**src/rtl/spi_flash_resp.sv**
```systemverilog
// spi_flash_resp: SPI mode-0 flash responder. It decodes READ (0x03) plus a 24-bit byte
// address and streams little-endian bytes from a 32-bit word memory, prefetching one word ahead.
// All SPI pins are oversampled on clk through synchronizers.
// Optional feature macro: SPI_FLASH_FAST_READ_EN also accepts FAST READ (0x0B) with 8 dummy clocks.
module spi_flash_resp #(
  parameter int unsigned ADDR_W      = 22,
  parameter int unsigned SYNC_STAGES = 2
) (
  input  logic              clk,
  input  logic              resetn,
  input  logic              spi_clk,
  input  logic              spi_cs,
  input  logic              spi_mosi,
  output logic              spi_miso,
  output logic              mem_ren,
  output logic [ADDR_W-1:0] mem_raddr,
  input  logic [31:0]       mem_rdata,
  output logic              busy,
  output logic              cmd_err
);

  localparam int unsigned CNT_W   = 5;
  localparam logic [7:0]  OP_READ = 8'h03;
`ifdef SPI_FLASH_FAST_READ_EN
  localparam logic [7:0]  OP_FAST_READ = 8'h0B;
`endif

  typedef enum logic [2:0] {
    ST_IDLE, ST_CMD, ST_ADDR, ST_DUMMY, ST_DATA, ST_IGNORE
  } state_t;

  state_t state, state_nxt;

  logic [SYNC_STAGES-1:0] sclk_sync, cs_sync, mosi_sync;
  logic                   sclk_s, cs_s, mosi_s;
  logic                   sclk_prev, cs_prev;
  logic                   rise, fall, cs_fall;

  logic [CNT_W-1:0]  bit_cnt;
  logic [6:0]        cmd_sh;
  logic [22:0]       addr_sh;
  logic [23:0]       addr_full;
  logic [7:0]        opcode;
  logic              fast_q;
  logic              adv_q;
  logic [1:0]        offset, offset_inc, src_off;
  logic [2:0]        bit_inc;
  logic [ADDR_W-1:0] waddr;
  logic [31:0]       cur_word, pf_word, src_word;
  logic              ren_cur, rd_cur_v, rd_pf_v;

  logic abort_c, err_c, fast_c, start_rd_c;

  assign sclk_s    = sclk_sync[SYNC_STAGES-1];
  assign cs_s      = cs_sync[SYNC_STAGES-1];
  assign mosi_s    = mosi_sync[SYNC_STAGES-1];
  assign rise      = sclk_s & ~sclk_prev;
  assign fall      = ~sclk_s & sclk_prev;
  assign cs_fall   = cs_prev & ~cs_s;
  assign opcode    = {cmd_sh, mosi_s};
  assign addr_full = {addr_sh, mosi_s};

  // Byte-advance helpers: on a byte boundary the next bit comes from the next byte (or prefetch word)
  assign offset_inc = offset + 2'd1;
  assign bit_inc    = bit_cnt[2:0] + 3'd1;
  assign src_word   = (adv_q && offset == 2'd3) ? pf_word : cur_word;
  assign src_off    = adv_q ? offset_inc : offset;

  // State register
  always_ff @(posedge clk or negedge resetn) begin
    if (!resetn) state <= ST_IDLE;
    else         state <= state_nxt;
  end

  // Next-state decode and single-cycle control strobes
  always_comb begin
    state_nxt  = state;
    abort_c    = 1'b0;
    err_c      = 1'b0;
    fast_c     = 1'b0;
    start_rd_c = 1'b0;
    if (state != ST_IDLE && cs_s) begin
      abort_c   = 1'b1;
      state_nxt = ST_IDLE;
    end else begin
      case (state)
        ST_IDLE: if (cs_fall) state_nxt = ST_CMD;
        ST_CMD: begin
          if (rise && bit_cnt == CNT_W'(7)) begin
            if (opcode == OP_READ) begin
              state_nxt = ST_ADDR;
`ifdef SPI_FLASH_FAST_READ_EN
            end else if (opcode == OP_FAST_READ) begin
              state_nxt = ST_ADDR;
              fast_c    = 1'b1;
`endif
            end else begin
              state_nxt = ST_IGNORE;
              err_c     = 1'b1;
            end
          end
        end
        ST_ADDR: begin
          if (rise && bit_cnt == CNT_W'(23)) begin
            start_rd_c = 1'b1;
            state_nxt  = fast_q ? ST_DUMMY : ST_DATA;
          end
        end
        ST_DUMMY:  if (rise && bit_cnt == CNT_W'(7)) state_nxt = ST_DATA;
        ST_DATA:   state_nxt = ST_DATA;
        ST_IGNORE: state_nxt = ST_IGNORE;
        default:   state_nxt = ST_IDLE;
      endcase
    end
  end

  // Pin synchronizers, shifters, word fetch/prefetch and MISO driver
  always_ff @(posedge clk or negedge resetn) begin
    if (!resetn) begin
      sclk_sync <= '0;
      cs_sync   <= '0;
      mosi_sync <= '0;
      sclk_prev <= 1'b0;
      cs_prev   <= 1'b0;
      spi_miso  <= 1'b1;
      mem_ren   <= 1'b0;
      mem_raddr <= '0;
      busy      <= 1'b0;
      cmd_err   <= 1'b0;
      bit_cnt   <= '0;
      cmd_sh    <= '0;
      addr_sh   <= '0;
      fast_q    <= 1'b0;
      adv_q     <= 1'b0;
      offset    <= '0;
      waddr     <= '0;
      cur_word  <= '0;
      pf_word   <= '0;
      ren_cur   <= 1'b0;
      rd_cur_v  <= 1'b0;
      rd_pf_v   <= 1'b0;
    end else begin
      sclk_sync <= {sclk_sync[SYNC_STAGES-2:0], spi_clk};
      cs_sync   <= {cs_sync[SYNC_STAGES-2:0], spi_cs};
      mosi_sync <= {mosi_sync[SYNC_STAGES-2:0], spi_mosi};
      sclk_prev <= sclk_s;
      cs_prev   <= cs_s;
      cmd_err   <= err_c;
      busy      <= (state_nxt != ST_IDLE);
      mem_ren   <= 1'b0;
      rd_cur_v  <= mem_ren & ren_cur;
      rd_pf_v   <= mem_ren & ~ren_cur;

      if (abort_c || state == ST_IDLE) begin
        spi_miso <= 1'b1;
        bit_cnt  <= '0;
        adv_q    <= 1'b0;
        fast_q   <= 1'b0;
        rd_cur_v <= 1'b0;
        rd_pf_v  <= 1'b0;
      end else begin
        // First word arrives: keep it and immediately prefetch the following word
        if (rd_cur_v) begin
          cur_word  <= mem_rdata;
          mem_ren   <= 1'b1;
          ren_cur   <= 1'b0;
          mem_raddr <= waddr + ADDR_W'(1);
        end
        if (rd_pf_v) pf_word <= mem_rdata;

        case (state)
          ST_CMD: begin
            if (rise) begin
              cmd_sh  <= opcode[6:0];
              bit_cnt <= (bit_cnt == CNT_W'(7)) ? '0 : bit_cnt + CNT_W'(1);
              fast_q  <= fast_c;
            end
          end
          ST_ADDR: begin
            if (rise) begin
              addr_sh <= addr_full[22:0];
              bit_cnt <= bit_cnt + CNT_W'(1);
              if (start_rd_c) begin
                bit_cnt   <= '0;
                mem_ren   <= 1'b1;
                ren_cur   <= 1'b1;
                mem_raddr <= addr_full[ADDR_W+1:2];
                waddr     <= addr_full[ADDR_W+1:2];
                offset    <= addr_full[1:0];
                adv_q     <= 1'b0;
              end
            end
          end
          ST_DUMMY: begin
            if (rise) bit_cnt <= (bit_cnt == CNT_W'(7)) ? '0 : bit_cnt + CNT_W'(1);
          end
          ST_DATA: begin
            // Byte advance is lazy: it happens on the fall that needs the next byte's bit 7
            if (fall) begin
              spi_miso <= src_word[{src_off, ~bit_cnt[2:0]}];
              bit_cnt  <= {2'b00, bit_inc};
              adv_q    <= (bit_cnt[2:0] == 3'd7);
              if (adv_q) begin
                offset <= offset_inc;
                if (offset == 2'd3) begin
                  cur_word  <= pf_word;
                  waddr     <= waddr + ADDR_W'(1);
                  mem_ren   <= 1'b1;
                  ren_cur   <= 1'b0;
                  mem_raddr <= waddr + ADDR_W'(2);
                end
              end
            end
          end
          default: spi_miso <= 1'b1;
        endcase
      end
    end
  end

endmodule

```
**config.mk**
```make
export PLATFORM = sky130hd
export DESIGN_NAME = spi_flash_resp
export DESIGN_NICKNAME = d
export VERILOG_FILES = /design/src/rtl/spi_flash_resp.sv
export SDC_FILE = /design/constraint.sdc
export NUM_CORES = 1
export LEC_CHECK = 0
export ABC_AREA = 1
export BUFFER_PORTS_ARGS = -buffer_cell sky130_fd_sc_hd__buf_2
export CAP_MARGIN = 20
export CORE_MARGIN = 1
export CORE_UTILIZATION = 48
export DETAILED_ROUTE_END_ITERATION = 10
export PLACE_DENSITY_LB_ADDON = 0.2
export SLEW_MARGIN = 20
export SYNTH_ARGS = -nofsm -noshare
export SYNTH_HDL_FRONTEND = slang
export SYNTH_SLANG_ARGS = --single-unit
```
**constraint.sdc**
```tcl
create_clock -name clk -period 1.8 [get_ports clk]
set_input_delay 0.09 -clock clk [delete_from_list [all_inputs] [get_ports clk]]
set_output_delay 0.09 -clock clk [all_outputs]
set_load 0.05 [all_outputs]
```
==> run summary <==
The power spent charging and discharging nets is 3.41 mW. The initial antenna violation count was 0. The fill cell instance count of the final layout came out at about 1500.

The detailed router finished its first iteration with 850 violations. The number of max-cap violations came out at 0. The share of cells above drive strength 1 is 23.9%. The setup total negative slack came out at -1.55 ns.

The required time at the endpoint of the critical path came out at around 2.1 ns. The floorplan die width came out at roughly 140 um. The worst slack at placement came out at -0.177 ns. In the final design database the tool counted 1425 nets. STA classifies the critical path startpoint as a register. Of the synthesized area, sequential elements account for a little under half. The area occupied by multi-input gates came out at roughly 4400 um^2. The die covers 19500 um^2. The share of total power consumed by net switching is between 30% and 40%.

The async set-or-reset flop fraction in the synthesized netlist is 100%. Of the available clock period, the critical path in the final layout requires 105%. The final count of hold timing violations is 0. The number of global-route vias before repair was around 8600. The number of library cell types mapped by synthesis is 47.

The synthesized netlist occupies a cell area of between 9000 and 10000 um^2. The final reports fail on setup timing. The total overflow left after global routing is 0. The upper clock frequency limit came out at approximately 0.53 GHz. The worst hold slack came out at 0.146 ns. The shortest clock period the worst path allows after layout is 1.89 ns.

The clock transition time at the flip-flop clock pins of the worst setup and hold paths came out at around 0.07 ns. The most used flip-flop cell after synthesis is dfrtp_1. The total routed wirelength is 27700 um.

Cells fill approximately two thirds of the core in the end. The element type at the critical path end is a register. 63 I/O pins were placed.

Sorting the synthesized cells by area gives the leading types as dfrtp_1 45%, nand2_1 10%, nor2_1 5.6%. In this run the deepest clock path goes through 2 buffers. The type of the worst setup path is reg2reg. The setup slack after layout came out at -0.0922 ns.

The average wire length per cell after detail routing is about 17 um. The number of vias per cell after detailed routing is between 5 and 6. The slew of the pin with the lowest slew margin came out at 0.407 ns. The number of levels the H-tree was split into came out at 4. Yosys mapped a number of flops with a built-in enable equal to 0. The congestion estimate from routability-driven global placement came to a little over 0.9.

The share of Yosys cell area claimed by the top area cell type came out at approximately 45%. Entering global routing, the biggest net connects 50 pins. Global routing consumed, over all layers together, between 20% and 30% of the routing resources.

In the routed design, unresolved DRC markers number 0. Each instance of the synthesized netlist takes up on average ~7.6 um^2. The sequential power share is around two fifths. The clock network fraction of design power came out at between 30% and 40%. During synthesis, Yosys emitted a total of 0 warnings. The cell type with the highest aggregate area in the netlist is dfrtp_1.

The number of buffers added by the clock tree synthesis step came out at 17. The critical path starts at state[0]. The sum of net half-perimeters after detailed placement is between 15000 and 20000 um. The worst pin sits at a relative slew slack of between 70 and 80%. CTS placed an instance of clkbuf_16 at the clock tree root.

In this run, the combinational gates consume 24.2% of the power. The wire length of the first global-routing pass came out at 43800 um. The total number of vias is a little over 9000.

In this run the static leakage power is 5.62 nW. The clock drives 164 sinks. The synthesized net count is around 1200.

The sequential cell area in the final layout came out at 4110 um^2. The row count is just under 50. After detailed placement, the total cell area comes to between 10000 and 15000 um^2. The detailed-router iteration count before antenna repair is 5. Power spread over the standard cell area amounts to 886 nW/um^2. The count of pins over their slew limit is 0. The internal portion of total power came out at about 7.3 mW. The critical-path maximum fanout is 17. The final setup skew is 0.00997 ns. Setup repair after global routing could not meet its margin everywhere.

The number of routed nets with antenna violations came out at 0. The number of setup violations in the final report came out at 42. The latest clock arrival within the worst-skew pair is around 0.43 ns. The arrival time of the worst setup path came out at 2.21 ns. The tightest min-delay check is of the in2async type.

The worst voltage drop across the vdd grid came out at ~0.78 mV. The number of synthesized register bits is 164. The clock tree from TritonCTS is done.

The final design instance area without fill is 12100 um^2. The initial core utilization came out at about half. In this run the vertical extent of the chip is ~140 um. The count of input and output buffers is just over 60.

The cell count after synthesis came out at about 1200. Relative to the synthesized area, the layout overhead comes to 33.1%. The antenna diode count came out at 0. The run finished, with violations left. The region available for standard cell placement spans around 18000 um^2. The worst register-to-register path begins at state[0].
-- timing repair --
item / in CTS / in global routing
pin swaps: 11 / 16
hold buffers: 36 / 0
cloned: 1 / 4
endpoints found under the setup margin: 45 / 97
gates resized for setup: 22 / 80
buffers inserted: 10 / 17
hold endpoints to repair: 203 / 0
-- kinds of logic (layout without fill, tap and decap cells) --
logic type	after synthesis	after routing	synth area share, %
flops	164	164	45.2
buf+inv	211	418	9.29
simple gates	544	544	25.9
mux	8	8	0.978
compound gates	227	227	15.0
xor+xnor	30	30	2.89
fa+ha+maj	5	5	0.689
-- cell usage after synthesis (all sizes together) (3+ instances only) --
library cell,n
nand3,99
inv,138
nand2,247
a311oi,21
nor4,26
a22oi,4
xnor2,8
nor3,22
ha,5
a221oi,3
clkinv,3
mux2,7
buf,34
o211ai,25
a31oi,13
a21oi,62
o21ai,94
nand4,6
nor2,142
xor2,22
clkbuf,36
dfrtp,163
-- metrics by stage --
stage | total power [mW] | cells
6_report | 10.7 | 1625
5_1_grt | 11.2 | 1625
4_1_cts | 10.6 | 1605
3_5_place_dp | 6.49 | 1526
3_3_place_gp | 6.46 | 1526
2_1_floorplan | 5.71 | 1189
-- path summary, 6_finish.rpt --
| path | endpoint | slack [ns] | cells past startpoint |
|---|---|---|---|
| worst max register to register | cur_word[11] | -0.09 | 9 |
| worst min register to register | cs_sync[1] | 0.35 | 0 |
| min in group clk | sclk_sync[0] | 0.30 | 2 |
| worst max-delay path | cur_word[11] | -0.09 | 9 |
| max in group asynchronous | spi_miso | 1.00 | 3 |
| worst min-delay path | addr_sh[9] | 0.15 | 2 |
-- critical path: stages (launching register included) --
cell and delay (ns):
dfrtp_1 0.40, nor2_2 0.14, inv_2 0.08, nor2_4 0.16, buf_6 0.13, nand2_4 0.09
a21oi_4 0.27, buf_12 0.20, nor2_1 0.05, a311oi_1 0.25
-- cells in the final DEF, fill, tap and decap left out, types with 11 or more instances in the layout --
master	instances
o21ai_1	20
nor2_1	125
nor2_2	13
dlygate4sd3_1	36
o211ai_1	25
inv_2	11
buf_12	18
buf_4	111
a31oi_1	13
o21ai_0	66
buf_6	15
dfrtp_1	161
clkbuf_16	20
a21oi_1	57
xor2_1	18
nand2_1	235
nor4_1	26
nor3_1	17
buf_2	61
inv_1	123
nand3_1	87
a311oi_1	21
-- metal layers --
layer	vias to the layer above	GRT usage, %	wire length [um]
met5	-	0	0
met4	0	7.98	489
met3	48	5.30	1990
met2	394	44.4	12800
met1	4329	40.3	12500
li1	4318	-	-
-- layout make-up --
type / instances / share of cell area [%]
tap: 229 / 2.37
clock buffer: 21 / 3.89
timing repair buffer: 244 / 17.4
multi-input combinational: 814 / 36.3
clock inverter: 11 / 1.44
timing repair inverter: 1 / 0.0724
sequential: 164 / 34.0
inverter: 141 / 4.59
-- power groups by stage --
stage / logic, mW / registers [mW] / clock network [mW]
6_report: 2.59 / 4.13 / 4.00
5_1_grt: 2.83 / 4.15 / 4.20
4_1_cts: 2.42 / 4.12 / 4.05
3_5_place_dp: 2.30 / 4.19 / 0
3_3_place_gp: 2.27 / 4.18 / 0
2_1_floorplan: 1.14 / 4.56 / 0
-- state kept, by name, summed over array words and instances, names as in the netlist --
name,flops
mem_ren,1
state,3
cs_prev,1
cmd_err,1
mem_raddr,22
sclk_prev,1
rd_pf_v,1
cur_word,32
busy,1
cs_sync,2
pf_word,32
adv_q,1
cmd_sh,7
ren_cur,1
waddr,22
bit_cnt,5
addr_sh,23
sclk_sync,2
spi_miso,1
offset,2
mosi_sync,2
rd_cur_v,1
Power figures use the tool's default switching activity.
